### config.mk
export PLATFORM = sky130hd
export DESIGN_NAME = cdb_rr_arbiter
export DESIGN_NICKNAME = d
export VERILOG_FILES = /design/src/rtl/cdb_rr_arbiter_pkg.sv /design/src/rtl/cdb_rr_arbiter_rr.sv /design/src/rtl/cdb_rr_arbiter.sv
export SDC_FILE = /design/constraint.sdc
export NUM_CORES = 1
export LEC_CHECK = 0
export BUFFER_PORTS_ARGS = -buffer_cell sky130_fd_sc_hd__buf_2
export CAP_MARGIN = 10
export CORE_UTILIZATION = 55
export DETAILED_ROUTE_END_ITERATION = 8
export PLACE_DENSITY = 0.88
export SYNTH_ARGS = -nofsm -noshare
export SYNTH_HDL_FRONTEND = slang
export SYNTH_SLANG_ARGS = --single-unit
### constraint.sdc
create_clock -name clk -period 3.79 [get_ports clk]
set_input_delay 0.379 -clock clk [delete_from_list [all_inputs] [get_ports clk]]
set_output_delay 0.379 -clock clk [all_outputs]
set_load 0.1 [all_outputs]
### src/rtl/cdb_rr_arbiter_pkg.sv
// Shared types for the Common Data Bus: result payload, requester indices and sizing constants.
package cdb_rr_arbiter_pkg;

  localparam int unsigned N_CDB_REQ = 4;
  localparam int unsigned CDB_TAG_W = 6;

  typedef enum logic [1:0] {
    REQ_INT = 2'd0,
    REQ_MUL = 2'd1,
    REQ_DIV = 2'd2,
    REQ_LS  = 2'd3
  } cdb_req_e;

  typedef struct packed {
    logic [31:0]          data;
    logic [CDB_TAG_W-1:0] tag;
    logic                 valid;
    logic                 branch;
    logic                 branch_taken;
  } cdb_bus_t;

endpackage

### src/rtl/cdb_rr_arbiter_rr.sv
// Combinational round-robin pick: first set request at or after ptr, wrapping modulo N_REQ.
module cdb_rr_arbiter_rr #(
  parameter int unsigned N_REQ = 4,
  parameter int unsigned IDX_W = $clog2(N_REQ)
) (
  input  logic [N_REQ-1:0] req,
  input  logic [IDX_W-1:0] ptr,
  output logic [N_REQ-1:0] grant,
  output logic [IDX_W-1:0] idx
);

  logic        found;
  int unsigned sel;

  always_comb begin
    grant = '0;
    idx   = '0;
    found = 1'b0;
    sel   = 0;
    for (int unsigned off = 0; off < N_REQ; off++) begin
      sel = (32'(ptr) + off) % N_REQ;
      if (!found && req[sel]) begin
        found      = 1'b1;
        grant[sel] = 1'b1;
        idx        = IDX_W'(sel);
      end
    end
  end

endmodule

### src/rtl/cdb_rr_arbiter.sv
// Common Data Bus arbiter: one holding slot per unit, round-robin grant, registered broadcast.
// Optional per-unit grant/stall counters are enabled by defining CDB_PERF_CNT_EN.
module cdb_rr_arbiter
  import cdb_rr_arbiter_pkg::*;
#(
  parameter int unsigned N_REQ = N_CDB_REQ,
  parameter int unsigned TAG_W = CDB_TAG_W
) (
  input  logic                     clk,
  input  logic                     rst_n,
  input  logic                     flush,
  input  logic [N_REQ-1:0]         req_valid,
  input  cdb_bus_t                 req_cdb [N_REQ],
  output logic [N_REQ-1:0]         req_ready,
  output cdb_bus_t                 cdb_out,
  output logic [$clog2(N_REQ)-1:0] cdb_src,
  output logic                     cdb_busy
`ifdef CDB_PERF_CNT_EN
  ,
  output logic [31:0]              perf_grants [N_REQ],
  output logic [31:0]              perf_stall  [N_REQ]
`endif
);

  localparam int unsigned IdxW = $clog2(N_REQ);

  if (TAG_W != CDB_TAG_W) begin : g_tag_w_mismatch
    $error("TAG_W must equal the cdb_bus tag width");
  end

  cdb_bus_t         slot_q [N_REQ];
  logic [N_REQ-1:0] slot_full_q;
  logic [IdxW-1:0]  ptr_q;
  logic [N_REQ-1:0] grant;
  logic [IdxW-1:0]  grant_idx;
  logic [N_REQ-1:0] handshake;
  logic             any_full;

  cdb_rr_arbiter_rr #(
    .N_REQ (N_REQ),
    .IDX_W (IdxW)
  ) u_rr (
    .req   (slot_full_q),
    .ptr   (ptr_q),
    .grant (grant),
    .idx   (grant_idx)
  );

  // A slot being drained this cycle can be refilled at the same edge.
  assign req_ready = {N_REQ{!flush}} & (~slot_full_q | grant);
  assign handshake = req_valid & req_ready;
  assign any_full  = |slot_full_q;

  always_ff @(posedge clk or negedge rst_n) begin
    if (!rst_n) begin
      for (int i = 0; i < N_REQ; i++) slot_q[i] <= '0;
      slot_full_q <= '0;
      ptr_q       <= '0;
      cdb_out     <= '0;
      cdb_src     <= '0;
      cdb_busy    <= 1'b0;
    end else if (flush) begin
      slot_full_q <= '0;
      cdb_out     <= '0;
      cdb_busy    <= 1'b0;
    end else begin
      for (int i = 0; i < N_REQ; i++) begin
        if (handshake[i]) begin
          slot_q[i]      <= req_cdb[i];
          slot_full_q[i] <= 1'b1;
        end else if (grant[i]) begin
          slot_full_q[i] <= 1'b0;
        end
      end
      if (any_full) begin
        cdb_out  <= slot_q[grant_idx];
        cdb_src  <= grant_idx;
        cdb_busy <= 1'b1;
        ptr_q    <= (grant_idx == IdxW'(N_REQ - 1)) ? '0 : grant_idx + 1'b1;
      end else begin
        cdb_out  <= '0;
        cdb_busy <= 1'b0;
      end
    end
  end

`ifdef CDB_PERF_CNT_EN
  // Counters survive flush; a grant suppressed by flush is not counted.
  always_ff @(posedge clk or negedge rst_n) begin
    if (!rst_n) begin
      for (int i = 0; i < N_REQ; i++) begin
        perf_grants[i] <= '0;
        perf_stall[i]  <= '0;
      end
    end else begin
      for (int i = 0; i < N_REQ; i++) begin
        if (grant[i] && !flush) perf_grants[i] <= perf_grants[i] + 32'd1;
        if (req_valid[i] && !req_ready[i]) perf_stall[i] <= perf_stall[i] + 32'd1;
      end
    end
  end
`endif

endmodule

==> results of run 1 <==
sequential cells by signal (all words and copies together) (netlist names):
| name | count |
|---|---|
| slot_q | 164 |
| cdb_out | 41 |
| slot_full_q | 4 |
| cdb_src | 2 |
| ptr_q | 2 |
| cdb_busy | 1 |
routing by layer:
| metal | vias up | global-route usage | routed length (um) |
|---|---|---|---|
| met5 | - | 0 | 13 |
| met2 | 227 | 0.400 | 11400 |
| met1 | 3158 | 0.339 | 10000 |
| li1 | 2807 | - | - |
| met4 | 2 | 0.0905 | 705 |
| met3 | 50 | 0.0461 | 1300 |
layout make-up:
type	instances	area (sq um)
diodes	2	5.00
clock buffers	31	646
clock inverters	8	93.8
fillers	1200	5900
inverters	7	27.5
multi-input cells	388	4410
flip-flops and latches	214	5360
well taps	229	287
repair buffers	237	1370
kinds of logic (layout without fill, tap and decap cells):
| kind of cell | after synthesis | after routing | share of synthesized area |
|---|---|---|---|
| mux | 258 | 258 | 0.335 |
| flops | 214 | 214 | 0.524 |
| compound gates | 74 | 74 | 0.0612 |
| buf+inv | 52 | 283 | 0.0452 |
| simple gates | 49 | 49 | 0.0265 |
| fa+ha+maj | 6 | 6 | 0.00735 |
| xor+xnor | 1 | 1 | 0.000858 |
| other cells | 0 | 2 | 0 |
how the worst max path moves through the flow:
stage | from | to | slack, ps
floorplan | ptr_q[0] | req_ready[1] | 60
global placement | ptr_q[0] | slot_q[86] | 610
detailed placement | ptr_q[0] | slot_q[122] | 480
CTS | ptr_q[0] | req_ready[3] | 160
global route | ptr_q[0] | req_ready[0] | 40
finish | ptr_q[0] | req_ready[0] | 210
through the flow:
stage               setup WS (ps)  hold slack (ps)  power [mW]  utilization  instances
floorplan                    58.9             83.4        8.14            -        654
global placement              615              478        8.97        0.632       1075
global route                 36.3             34.4        11.9        0.674       1115
CTS                           162             4.59        11.4        0.673       1114
detailed placement            479              490        9.14        0.632       1075
finish                        214            -15.4        11.4        0.674       1116
power breakdown:
part	internal [mW]	switching [mW]	leakage [nW]	total, mW
clock network	1.32	0.876	0.369	2.20
logic	2.38	2.98	3.47	5.36
registers	3.26	0.570	2.57	3.83
total	6.96	4.43	6.41	11.4
layout by cell type, fill, tap and decap left out, types with 2 or more instances in the layout:
| master | n |
|---|---|
| clkbuf_1 | 4 |
| nand3_1 | 2 |
| a31oi_4 | 4 |
| clkbuf_8 | 5 |
| inv_1 | 6 |
| nor3_4 | 2 |
| diode_2 | 2 |
| mux2_2 | 8 |
| clkbuf_16 | 23 |
| buf_2 | 213 |
| o21ai_0 | 4 |
| bufinv_16 | 2 |
| o22ai_2 | 7 |
| o22ai_1 | 41 |
| nor2b_1 | 2 |
| nor3_2 | 2 |
| nand2_1 | 11 |
| nand2b_1 | 3 |
| buf_12 | 9 |
| dfrtp_1 | 214 |
| nor2_1 | 16 |
| mux2_4 | 160 |
| mux2i_2 | 2 |
| mux4_2 | 2 |
| ha_1 | 6 |
| a21oi_1 | 2 |
| clkbuf_4 | 4 |
| a211oi_1 | 3 |
| o221a_2 | 4 |
| mux2i_1 | 86 |
| buf_4 | 10 |
| nor3_1 | 4 |
| clkinv_2 | 6 |
critical path, stage by stage (launching register included):
cell	delay [ps]
dfrtp_1	360
clkinv_2	130
ha_1	510
mux4_2	380
a211o_1	490
o221a_2	370
nor2_1	110
clkbuf_4	340
timing repair:
item / CTS / global route
setup buffers: 0 / 0
resized for setup: 0 / 6
endpoints found under the hold margin: 0 / 0
setup endpoints to repair: 0 / 4
==> run summary, run 1 <==
Mapped Cells - 654
vias in the first global route - 6,760
Routed WL - 23,500 um
Leakage - 6.41 nW
main flop type after synthesis - dfrtp_1
Placement Cell Area - 11,400 sq um
min Tclk post-route - 3580 ps
post-synth top area share - 0.524
Worst Skew - 12.0 ps
initial antenna violation count - 3
EDFF count, synth - 0
Fin. Hold Viols - 37
clk slew on worst S/H paths - 60 ps
die width - 138 um
YS warnings - 0
Total Neg Setup Slack - 0 ps
Initial Utilization - 0.565
Remaining DRCs - 68
Root Buffer - clkbuf_16
clock sink total - 214
Worst Tran Pin Value - 830 ps
H-tree depth - 1
final setup fails - 0
fraction of layout cells with a size suffix above 1 - 0.534
commonest cells in the netlist - dfrtp_1 (214), mux2_4 (160), mux2i_1 (88), o22ai_1 (41), buf_6 (20)
nets - 1,048
leading area contributor after synthesis - dfrtp_1
power per cell area - 934 nW/um^2
Worst-Skew Late Latency - 500 ps
Yosys reg bits - 214
vias per std cell - 5.59
Syn Std Cell Area - 10,200 sq um
Starting DRT DRC Count - 330
CP Data Required Time - 3410 ps
Tot GR Track Use - 0.249
status - finished, violations left
drt pass-1 iters - 6
RSZ-0062 raised after global routing - no
Worst VDD drop - 709 uV
mean routed wirelength per cell - 21.0 um
HPWL Detailed - 15,500 um
die area - 19,100 sq um
row count - 49
Yosys cell types - 45
CTS tree - done
R2R depth - 9
final global-route overflow total - 0
core area - 18,100 sq um
Area Overhead vs Synth - 19.3%
Crit. End Element - output port
period utilisation layout - 0.944
global-route wire length before repair - 37,200 um
asr flop ratio synth - 1.00
Hold Crit Class - in -> async
violated checks - DRC, hold timing
max_cap viols - 0
CTS Hold Buffers Added - 0
CTS Buffer Depth - 3
Port Buffers - 218
final non-filler cell area - 12,200 sq um
cts bufs inserted - 23
Post-Syn Nets - 831
DRT antenna net count - 0
final max-slew violation count - 0
top post-synthesis cells by area - dfrtp_1 (52%), mux2_4 (24%), mux2i_1 (8.6%)
largest net degree at the start of global routing - 105
Reg2Reg Setup Slack - 480 ps
Crit Path Class - reg -> out
Rel. slew slack - 0.447
WHS - -15.4 ps
vias - 6,244
CP startpoint kind - flip-flop
Worst Path Arrival - 3200 ps
r2r startpoint - ptr_q[0]
RePlAce Congestion - 0.871
sequential fraction of the synthesis area - 0.524
IO Count - 219
CP max FO - 9
reg2reg end - slot_q[0]
Achievable Freq - 0.280 GHz
count leader, synth - dfrtp_1
Die Span Y - 138 um
Mapped Avg Cell Area - 15.6 sq um
Power figures use the tool's default switching activity.
==> run 2: changes to the inputs <==
--- a/config.mk
+++ b/config.mk
@@ -7,9 +7,11 @@
 export LEC_CHECK = 0
 export BUFFER_PORTS_ARGS = -buffer_cell sky130_fd_sc_hd__buf_2
 export CAP_MARGIN = 10
-export CORE_UTILIZATION = 55
+export CORE_UTILIZATION = 54
+export CTS_CLUSTER_DIAMETER = 80
 export DETAILED_ROUTE_END_ITERATION = 8
 export PLACE_DENSITY = 0.88
 export SYNTH_ARGS = -nofsm -noshare
 export SYNTH_HDL_FRONTEND = slang
+export SYNTH_HIERARCHICAL = 1
 export SYNTH_SLANG_ARGS = --single-unit
==> run summary, run 2 <==
period utilisation layout - 0.942 (-0.00186)
asr flop ratio synth - 1.00 (unchanged)
fin worst setup slack - 221 ps (+7.05 ps)
Initial Utilization - 0.558 (-0.00680)
Area Overhead vs Synth - 22.7%
CTS Buffer Depth - 3 (unchanged)
drt pass-1 iters - 4 (-2)
Worst-Skew Late Latency - 500 ps (about the same)
die area - 17,800 sq um (-7.0%)
Hold Crit Class - in -> reg
most frequent CP cell - nor2b_4
RePlAce Congestion - 0.918 (+5.5%)
hold depth - 2
Total Neg Setup Slack - 0 ps (unchanged)
final max-slew violation count - 0 (unchanged)
global-route wire length before repair - 31,900 um (-14%)
CP startpoint kind - flip-flop
HPWL Detailed - 13,200 um (-15%)
YS warnings - 6 (+6)
vias in the first global route - 6,147 (-9.1%)
row count - 47 (-4.1%)
nets - 970 (-7.4%)
CP max FO - 10 (+1)
final setup fails - 0 (unchanged)
Yosys cell types - 31 (-31%)
leading area contributor after synthesis - dfrtp_1
Routed WL - 20,200 um (-14%)
Mapped Cells - 568 (-13%)
total area of sequential cells - 5360 sq um (about the same)
CTS tree - done
commonest non-fill, non-tap cells in the layout - buf_2 (214), dfrtp_1 (213), mux2_2 (167), mux4_2 (45), nor2b_1 (45)
Crit Path Class - reg -> out
fraction of layout cells with a size suffix above 1 - 0.616 (+0.0811)
Yosys reg bits - 214 (unchanged)
cts bufs inserted - 23 (unchanged)
Overall Power - 11.2 mW (-1.3%)
top post-synthesis cells by area - dfrtp_1 (57%), mux2_2 (20%), mux4_2 (11%)
Placed Cells - 987 (-8.2%)
Syn Std Cell Area - 9320 sq um (-8.8%)
Largest Register - slot_q
Layout Utilization - 0.685 (+0.0106)
vias per std cell - 5.51 (-1.5%)
DRT antenna net count - 0 (unchanged)
worst hold start - req_cdb[4]
Worst VDD drop - 604 uV (-15%)
Worst Skew - 9.36 ps (-2.61 ps)
# Post-CTS Setup Buffers - 0 (unchanged)
CP Data Required Time - 3410 ps (about the same)
Leakage - 5.18 nW (-19%)
H-tree depth - 1 (unchanged)
vias - 5,674 (-9.1%)
critical path cell sequence - inv_1 > ha_1 > mux4_2 > nor2b_4 > a221oi_1 > o2bb2ai_1 > nor2b_4 > nor2_1 > buf_2
Tot GR Track Use - 0.232 (-0.0167)
clk slew on worst S/H paths - 60 ps (about the same)
R2R depth - 10 (+1)
Fin. Hold Viols - 0 (-100%)
count leader, synth - dfrtp_1
Placement Cell Area - 10,600 sq um (-6.9%)
power per cell area - 983 nW/um^2 (+5.3%)
Hold Path End - slot_q[4]
IO Count - 219 (unchanged)
highest cell delay on the worst timing path - 470 ps (-40 ps)
reg2reg end - slot_q[28]
Worst Tran Pin Value - 573 ps (-257 ps)
Reg2Reg Setup Slack - 530 ps (+50 ps)
post-synth top area share - 0.575 (+0.0504)
core area - 16,700 sq um (-7.7%)
largest net degree at the start of global routing - 107 (+1.9%)
Buf/Inv on CP - 2 (unchanged)
EDFF count, synth - 0 (unchanged)
max_cap viols - 0 (unchanged)
max reg flops - 164 (unchanged)
Die Span Y - 133 um (-3.6%)
commonest cells in the netlist - dfrtp_1 (214), mux2_2 (167), mux4_2 (45), nor2b_1 (45), nor2_1 (16)
delay-heaviest family, CP - buffers and inverters
status - finished clean
Multi-input gate area - 3720 sq um (-16%)
initial antenna violation count - 1 (-2)
dpl ws - 430 ps (-49.3 ps)
WHS - 95.7 ps (+111 ps)
main flop type after synthesis - dfrtp_1
Fill cells - 1,142 (-4.8%)
Achievable Freq - 0.280 GHz (+0.20%)
clock sink total - 214 (unchanged)
Crit. End Element - output port
RSZ-0062 raised after global routing - no
Remaining DRCs - 0 (-100%)
final non-filler cell area - 11,400 sq um (-6.2%)
critical path's slowest cell - dfrtp_2
sequential fraction of the synthesis area - 0.575 (+0.0504)
final global-route overflow total - 0 (unchanged)
Port Buffers - 218 (unchanged)
Worst Path Arrival - 3190 ps (about the same)
mean routed wirelength per cell - 19.6 um (-6.9%)
Starting DRT DRC Count - 234 (-29%)
commonest non-fill, non-tap cell in the layout - buf_2
r2r startpoint - ptr_q[1]
fin cells - 1,030 (-7.7%)
min Tclk post-route - 3570 ps (-7.05 ps)
top flop regs - slot_q (164), cdb_out (41), slot_full_q (4)
Post-Syn Nets - 745 (-10%)
Root Buffer - clkbuf_16
die width - 133 um (-3.6%)
Rel. slew slack - 0.618 (+0.171)
Mapped Avg Cell Area - 16.4 sq um (+5.0%)
==> run 2: cell count changes after synthesis, sizes merged, moves of 4 or more <==
cell,before,now
nor3,8,2
o21ai,6,1
o22ai,48,0
nor2b,2,48
mux2i,88,1
o221a,4,0
o2bb2ai,0,5
buf,38,29
a221oi,0,5
mux4,2,45
nand2,12,5
nor3b,0,4
a31oi,4,0
==> run 2: repair_timing <==
action	CTS	global route
hold buffers	1	0
resized for setup	0	4
endpoints found under the setup margin	0	4
hold endpoints to repair	69	0
==> run 2: kinds of logic after synthesis <==
kind of cell             after synthesis  synth area share
multiplexers                         215             0.314
flip-flops                           214             0.575
AND/OR/NAND/NOR                       80            0.0565
buffers and inverters                 38            0.0307
AO/OA/AOI/OAI                         15            0.0160
adder cells (fa/ha/maj)                6           0.00806
==> run 2: cell type report <==
type	count	share of cell area
Sequential cell	214	0.469
Multi-Input combinational cell	316	0.326
Timing Repair Buffer	233	0.112
Clock buffer	29	0.0567
Tap cell	220	0.0241
Clock inverter	12	0.0108
Inverter	5	0.00164
Antenna cell	1	0.000219
==> run 2: worst max-delay path by stage <==
stage	start	cells past startpoint	end
3_5_place_dp	ptr_q[1]	10	slot_q[28]
3_3_place_gp	ptr_q[1]	10	slot_q[22]
2_1_floorplan	ptr_q[0]	9	req_ready[3]
4_1_cts	ptr_q[1]	9	req_ready[3]
6_report	ptr_q[1]	9	req_ready[1]
5_1_grt	ptr_q[1]	9	req_ready[1]
==> run 2: metal layers <==
metal	track usage	part of all wire
met5	0	0
met1	0.295	0.39
met3	0.0483	0.065
met4	0.0732	0.023
met2	0.400	0.52
==> run 2: power breakdown <==
part	total, mW	internal, mW	switching, mW
sequential	3.62	3.17	0.449
clock	2.24	1.35	0.895
combinational	5.38	2.52	2.86
